[src/rtl/trace_capture_buffer.sv]
// Change-only trace recorder: timestamps every change on an observed bus into a FWFT buffer.
// Optional TRACE_MASK_EN adds an obs_mask port that limits which bits count as a change.
module trace_capture_buffer #(
  parameter int WIDTH      = 16,
  parameter int DEPTH      = 8,
  parameter int TS_WIDTH   = 16,
  parameter int DROP_WIDTH = 8
) (
  input  logic                     clock,
  input  logic                     reset,
  input  logic [WIDTH-1:0]         obs_in,
`ifdef TRACE_MASK_EN
  input  logic [WIDTH-1:0]         obs_mask,
`endif
  input  logic                     capture_en,
  output logic                     rd_valid,
  input  logic                     rd_ready,
  output logic [TS_WIDTH-1:0]      rd_ts,
  output logic [WIDTH-1:0]         rd_value,
  output logic [$clog2(DEPTH):0]   level,
  output logic                     overflow,
  output logic [DROP_WIDTH-1:0]    drop_count,
  input  logic                     clear_ovf
);

  localparam int AW = $clog2(DEPTH);
  localparam int LW = AW + 1;
  localparam int EW = TS_WIDTH + WIDTH;

  logic [TS_WIDTH-1:0]   ts_q, ts_d;
  logic [WIDTH-1:0]      prev_q, prev_d;
  logic                  first_q, first_d;
  logic [AW-1:0]         wr_ptr_q, wr_ptr_d;
  logic [AW-1:0]         rd_ptr_q, rd_ptr_d;
  logic [LW-1:0]         level_q, level_d;
  logic                  overflow_q, overflow_d;
  logic [DROP_WIDTH-1:0] drop_q, drop_d;
  logic [EW-1:0]         mem_q [DEPTH];

  logic                  changed;
  logic                  event_hit;
  logic                  full;
  logic                  push;
  logic                  pop;
  logic                  drop;
  logic [DROP_WIDTH-1:0] drop_base;
  logic [EW-1:0]         wr_entry;
  logic [EW-1:0]         head;

  // Event detection and buffer bookkeeping
  always_comb begin
`ifdef TRACE_MASK_EN
    changed = ((obs_in ^ prev_q) & obs_mask) != '0;
`else
    changed = obs_in != prev_q;
`endif
    event_hit = capture_en & (first_q | changed);
    full      = level_q == LW'(DEPTH);
    pop       = (level_q != '0) & rd_ready;
    // A pop on the same edge frees the slot, so a full buffer still accepts the event
    push      = event_hit & (~full | pop);
    drop      = event_hit & full & ~pop;
    wr_entry  = {ts_q, obs_in};

    ts_d     = ts_q + TS_WIDTH'(1);
    prev_d   = capture_en ? obs_in : prev_q;
    first_d  = capture_en ? 1'b0 : first_q;
    wr_ptr_d = push ? wr_ptr_q + AW'(1) : wr_ptr_q;
    rd_ptr_d = pop  ? rd_ptr_q + AW'(1) : rd_ptr_q;
    level_d  = level_q + LW'(push) - LW'(pop);
  end

  // Overflow accounting: clear takes effect before a same-edge drop is counted
  always_comb begin
    drop_base  = clear_ovf ? '0 : drop_q;
    drop_d     = drop_base;
    overflow_d = clear_ovf ? 1'b0 : overflow_q;
    if (drop) begin
      overflow_d = 1'b1;
      if (drop_base != {DROP_WIDTH{1'b1}}) begin
        drop_d = drop_base + DROP_WIDTH'(1);
      end
    end
  end

  always_ff @(posedge clock) begin
    if (!reset) begin
      ts_q       <= '0;
      prev_q     <= '0;
      first_q    <= 1'b1;
      wr_ptr_q   <= '0;
      rd_ptr_q   <= '0;
      level_q    <= '0;
      overflow_q <= 1'b0;
      drop_q     <= '0;
    end else begin
      ts_q       <= ts_d;
      prev_q     <= prev_d;
      first_q    <= first_d;
      wr_ptr_q   <= wr_ptr_d;
      rd_ptr_q   <= rd_ptr_d;
      level_q    <= level_d;
      overflow_q <= overflow_d;
      drop_q     <= drop_d;
    end
  end

  // Storage is data-only; stale contents are never visible because level gates rd_valid
  always_ff @(posedge clock) begin
    if (reset && push) begin
      mem_q[wr_ptr_q] <= wr_entry;
    end
  end

  always_comb begin
    head       = mem_q[rd_ptr_q];
    rd_valid   = level_q != '0;
    rd_ts      = head[EW-1:WIDTH];
    rd_value   = head[WIDTH-1:0];
    level      = level_q;
    overflow   = overflow_q;
    drop_count = drop_q;
  end

endmodule

[config.mk]
export PLATFORM = sky130hd
export DESIGN_NAME = trace_capture_buffer
export DESIGN_NICKNAME = d
export VERILOG_FILES = /design/src/rtl/trace_capture_buffer.sv
export SDC_FILE = /design/constraint.sdc
export NUM_CORES = 1
export LEC_CHECK = 0
export CORE_UTILIZATION = 55
export DETAILED_ROUTE_END_ITERATION = 8
export HOLD_SLACK_MARGIN = 0.12
export PLACE_DENSITY = 0.74
export SKIP_CTS_REPAIR_TIMING = 1
export SKIP_LAST_GASP = 1
export SYNTH_ARGS = -nofsm -noshare
export SYNTH_HDL_FRONTEND = slang
export SYNTH_SLANG_ARGS = --single-unit
[constraint.sdc]
create_clock -name clock -period 15.7 [get_ports clock]
set_input_delay 2.355 -clock clock [delete_from_list [all_inputs] [get_ports clock]]
set_output_delay 2.355 -clock clock [all_outputs]
set_load 0.01 [all_outputs]
==> results_dict.tcl <==
set metrics [dict create \
    cell_internal_pwr_mw 1.600 \
    clkLatencyLatePin_ps 540 \
    timing.final.setup_violations 0 \
    track_usage_pct 20.63 \
    utilization_pct 65.44 \
    drt_iter0_markers 428 \
    vias_in_the_first_global_route 6365 \
    final.period_utilization_pct 36.85 \
    num_antenna_cells 0 \
    top_level_ports 67 \
    die_height_um 151.5 \
    rsz0062_at_grt "false" \
    hpwlAfterDp_um 12880 \
    powerDensity_nw_per_um2 146.3 \
    finalMaxSlewViolations 0 \
    vdd.ir_drop.worst_uv 102.5 \
    yosysWarnings 0 \
    cts_bufs_inserted 30 \
    worstPathMaxFanout 40 \
    timing_worst_slew_pin_value_ps 1141 \
    global_route_wire_length_before_repair_um 35230 \
    tritoncts "done" \
    n_fill_cell 1489 \
    power_frac_clock_pct 34.7 \
    floorplan.die.width_um 151.5 \
    post_synth_edffs 256 \
    critPathRequiredTime_ps 13350 \
    fin_worst_skew_ps 10.11 \
    finalHoldViolations 0 \
    synth_cell_type_count 44 \
    p_leak_nw 4.732 \
    share_seq_of_total_power_pct 45.7 \
    cell_area_synth_um2 12290 \
    rows 54 \
    drtPass1Iterations 6 \
    die_area_um2 22940 \
    final-instance-count-excl-fill 1044 \
    critPathLaunchType "flop" \
    max_stage_delay_ps 770 \
    multi_input_comb_area_um2 3364 \
    synth-main-ff-cell "edfxtp_1" \
    critPathCapture "rd_ts[13]" \
    synthTopCellsByArea "edfxtp_1 (63%), mux4_2 (12%), dfxtp_1 (9.0%), mux2_2 (2.9%), mux2i_1 (1.6%)" \
    globalRoute.totalOverflow 0 \
    antenna_violating_nets_post_route 0 \
    reg2reg_to "mem_q[1][21]$_DFFE_PP_" \
    post-route-drc-count 0 \
    layout.nets 772 \
    viasPerCell 5.847 \
    clock-root-buffer "clkbuf_16" \
    wl_per_cell_um 21.96 \
    r2r.worst_path.cells 7 \
    globalplace.congestion 0.8145 \
    critical_path.endpoint_type "primary output" \
    fin_worst_hold_slack_ps 492.4 \
    num_vias 6104 \
    synthCells 659 \
    status "finished clean" \
    cap_viol_max_count 0 \
    total_switching_power_uw 495.8 \
    cpMaxStageDelayCell "buf_4" \
    crit_arrival_ps 3430 \
    finalSetupTns_ps 0 \
    io_buffers 66 \
    avgSynthCellArea_um2 18.65 \
    numClockSinks 311 \
    synthToLayoutAreaGrowth_pct 16.58 \
    layout-drive-gt1-share_pct 22.91 \
    switching_power_share_of_the_total_pct 23.65 \
    async_flop_share_pct 0 \
    slew_headroom_pct 23.69 \
    timing_worst_setup_path_type "flop to primary output" \
    cts.clk_slew.worst_paths_ps 60 \
    start_util_pct 56.13 \
    ff_latch_area_um2 8793 \
    synth.ff_latch_count 311 \
    cts_max_path_buffers 3 \
    path_cells "buf_4 > mux4_2 > mux2_2 > clkdlybuf4s50_1" \
    cell_total_after_placement 988 \
    power.share.combinational_pct 19.6 \
    min_path_type "flop to flop" \
    core-area_um2 21890 \
    synth.top_cell.area_share_pct 62.56 \
    mappedNetlistNets 691 \
    routed_wl_um 22920 \
    maximum_number_of_pins_on_one_net_before_global_route_repair 65 \
    antenna_found_initial 0 \
    maxClockFrequency_mhz 172.8 \
    cts-htree-levels 1 \
    yosys.area.top_type "edfxtp_1" \
    yosysSeqAreaShare_pct 71.52 \
    r2r_slack_ps 12600 \
    finalPower_mw 2.096 \
    worstReg2RegStart "level[2]$_SDFF_PN0_" \
    layout_min_cycle_time_ps 5786 \
]
cell usage after synthesis, types with 2 or more instances:
library cell / n
nand3_2: 2
mux2_2: 32
nor2b_1: 24
xnor2_1: 9
o21a_1: 2
xor2_1: 20
nor4_2: 4
ha_1: 10
and3_1: 3
nand4_1: 3
a21oi_1: 2
o311a_1: 2
a21boi_0: 9
mux2i_1: 20
nor3_1: 6
inv_1: 14
nand3_1: 10
or3_1: 7
and2_1: 16
edfxtp_1: 256
nor2_1: 4
dfxtp_1: 55
o21ai_0: 12
mux4_2: 64
nand2b_1: 3
buf_2: 9
clkbuf_1: 19
nand2_1: 26
placed cells by master, fill, tap and decap left out, types with 12 or more instances in the layout:
cell type	n
xor2_1	20
mux4_2	64
nand2_1	26
mux2i_1	20
edfxtp_1	256
nor2b_1	24
clkdlybuf4s50_1	65
clkbuf_16	31
o21ai_0	12
dfxtp_1	53
inv_1	14
and2_1	16
mux2_2	32
buf_4	12
power by group through the flow:
stage               logic (mW)  registers, mW  clock network (mW)
floorplan                0.280          0.956                   0
global placement         0.404          0.974                   0
detailed placement       0.415          0.977                   0
CTS                      0.419          0.960               0.736
global route             0.447          0.965               0.762
finish                   0.411          0.958               0.727
stage by stage:
step | area, um2 | setup slack, ps
final | 14330 | 9914
after floorplan | 12290 | 8953
after global routing | 14330 | 9652
after detailed placement | 13310 | 9706
after global placement | 13310 | 9932
after CTS | 14330 | 9797
kinds of logic after synthesis:
group | after synthesis | share of synthesized area (%)
xor+xnor | 29 | 2.067
compound gates | 35 | 2.036
buf+inv | 43 | 1.405
fa+ha+maj | 11 | 1.181
simple gates | 114 | 5.499
mux | 116 | 16.29
flops | 311 | 71.52
how the worst min path moves through the flow:
stage | slack, ps | cells past startpoint | from | endpoint
finish | 490 | 2 | first_q$_SDFFE_PN1P_ | first_q$_SDFFE_PN1P_
global route | 520 | 2 | first_q$_SDFFE_PN1P_ | first_q$_SDFFE_PN1P_
CTS | 500 | 2 | first_q$_SDFFE_PN1P_ | first_q$_SDFFE_PN1P_
detailed placement | 490 | 2 | first_q$_SDFFE_PN1P_ | first_q$_SDFFE_PN1P_
global placement | 470 | 2 | overflow$_SDFFE_PN0P_ | overflow$_SDFFE_PN0P_
floorplan | 470 | 2 | rd_ptr_q[1]$_SDFFE_PN0P_ | flop
layer usage:
layer,routed length [um],vias up,global-route usage (%)
li1,-,2750,-
met1,10230,3177,28.62
met2,11450,144,34.68
met3,870,33,2.904
met4,366,0,5.050
met5,0,-,0
critical path, delay by kind of cell, from the launching register on:
family	cells	cell delay [ps]
muxes	2	900
buffers and inverters	2	1270
DFF	1	700
layout make-up:
| class | count | share of cell area, % |
|---|---|---|
| Clock buffer | 46 | 6.228 |
| Clock inverter | 10 | 0.8822 |
| Inverter | 14 | 0.3668 |
| Multi-Input combinational cell | 305 | 23.49 |
| Sequential cell | 311 | 61.39 |
| Tap cell | 280 | 2.446 |
| Timing Repair Buffer | 78 | 5.206 |
flip-flops by register name (all words and copies together) (netlist names), named ones only:
name	count
mem_q	256
prev_q	16
ts_q	16
drop_count	8
level	4
rd_ptr_q	3
wr_ptr_q	3
first_q	1
overflow	1
Note: power is estimated with default switching activity, not from simulation.
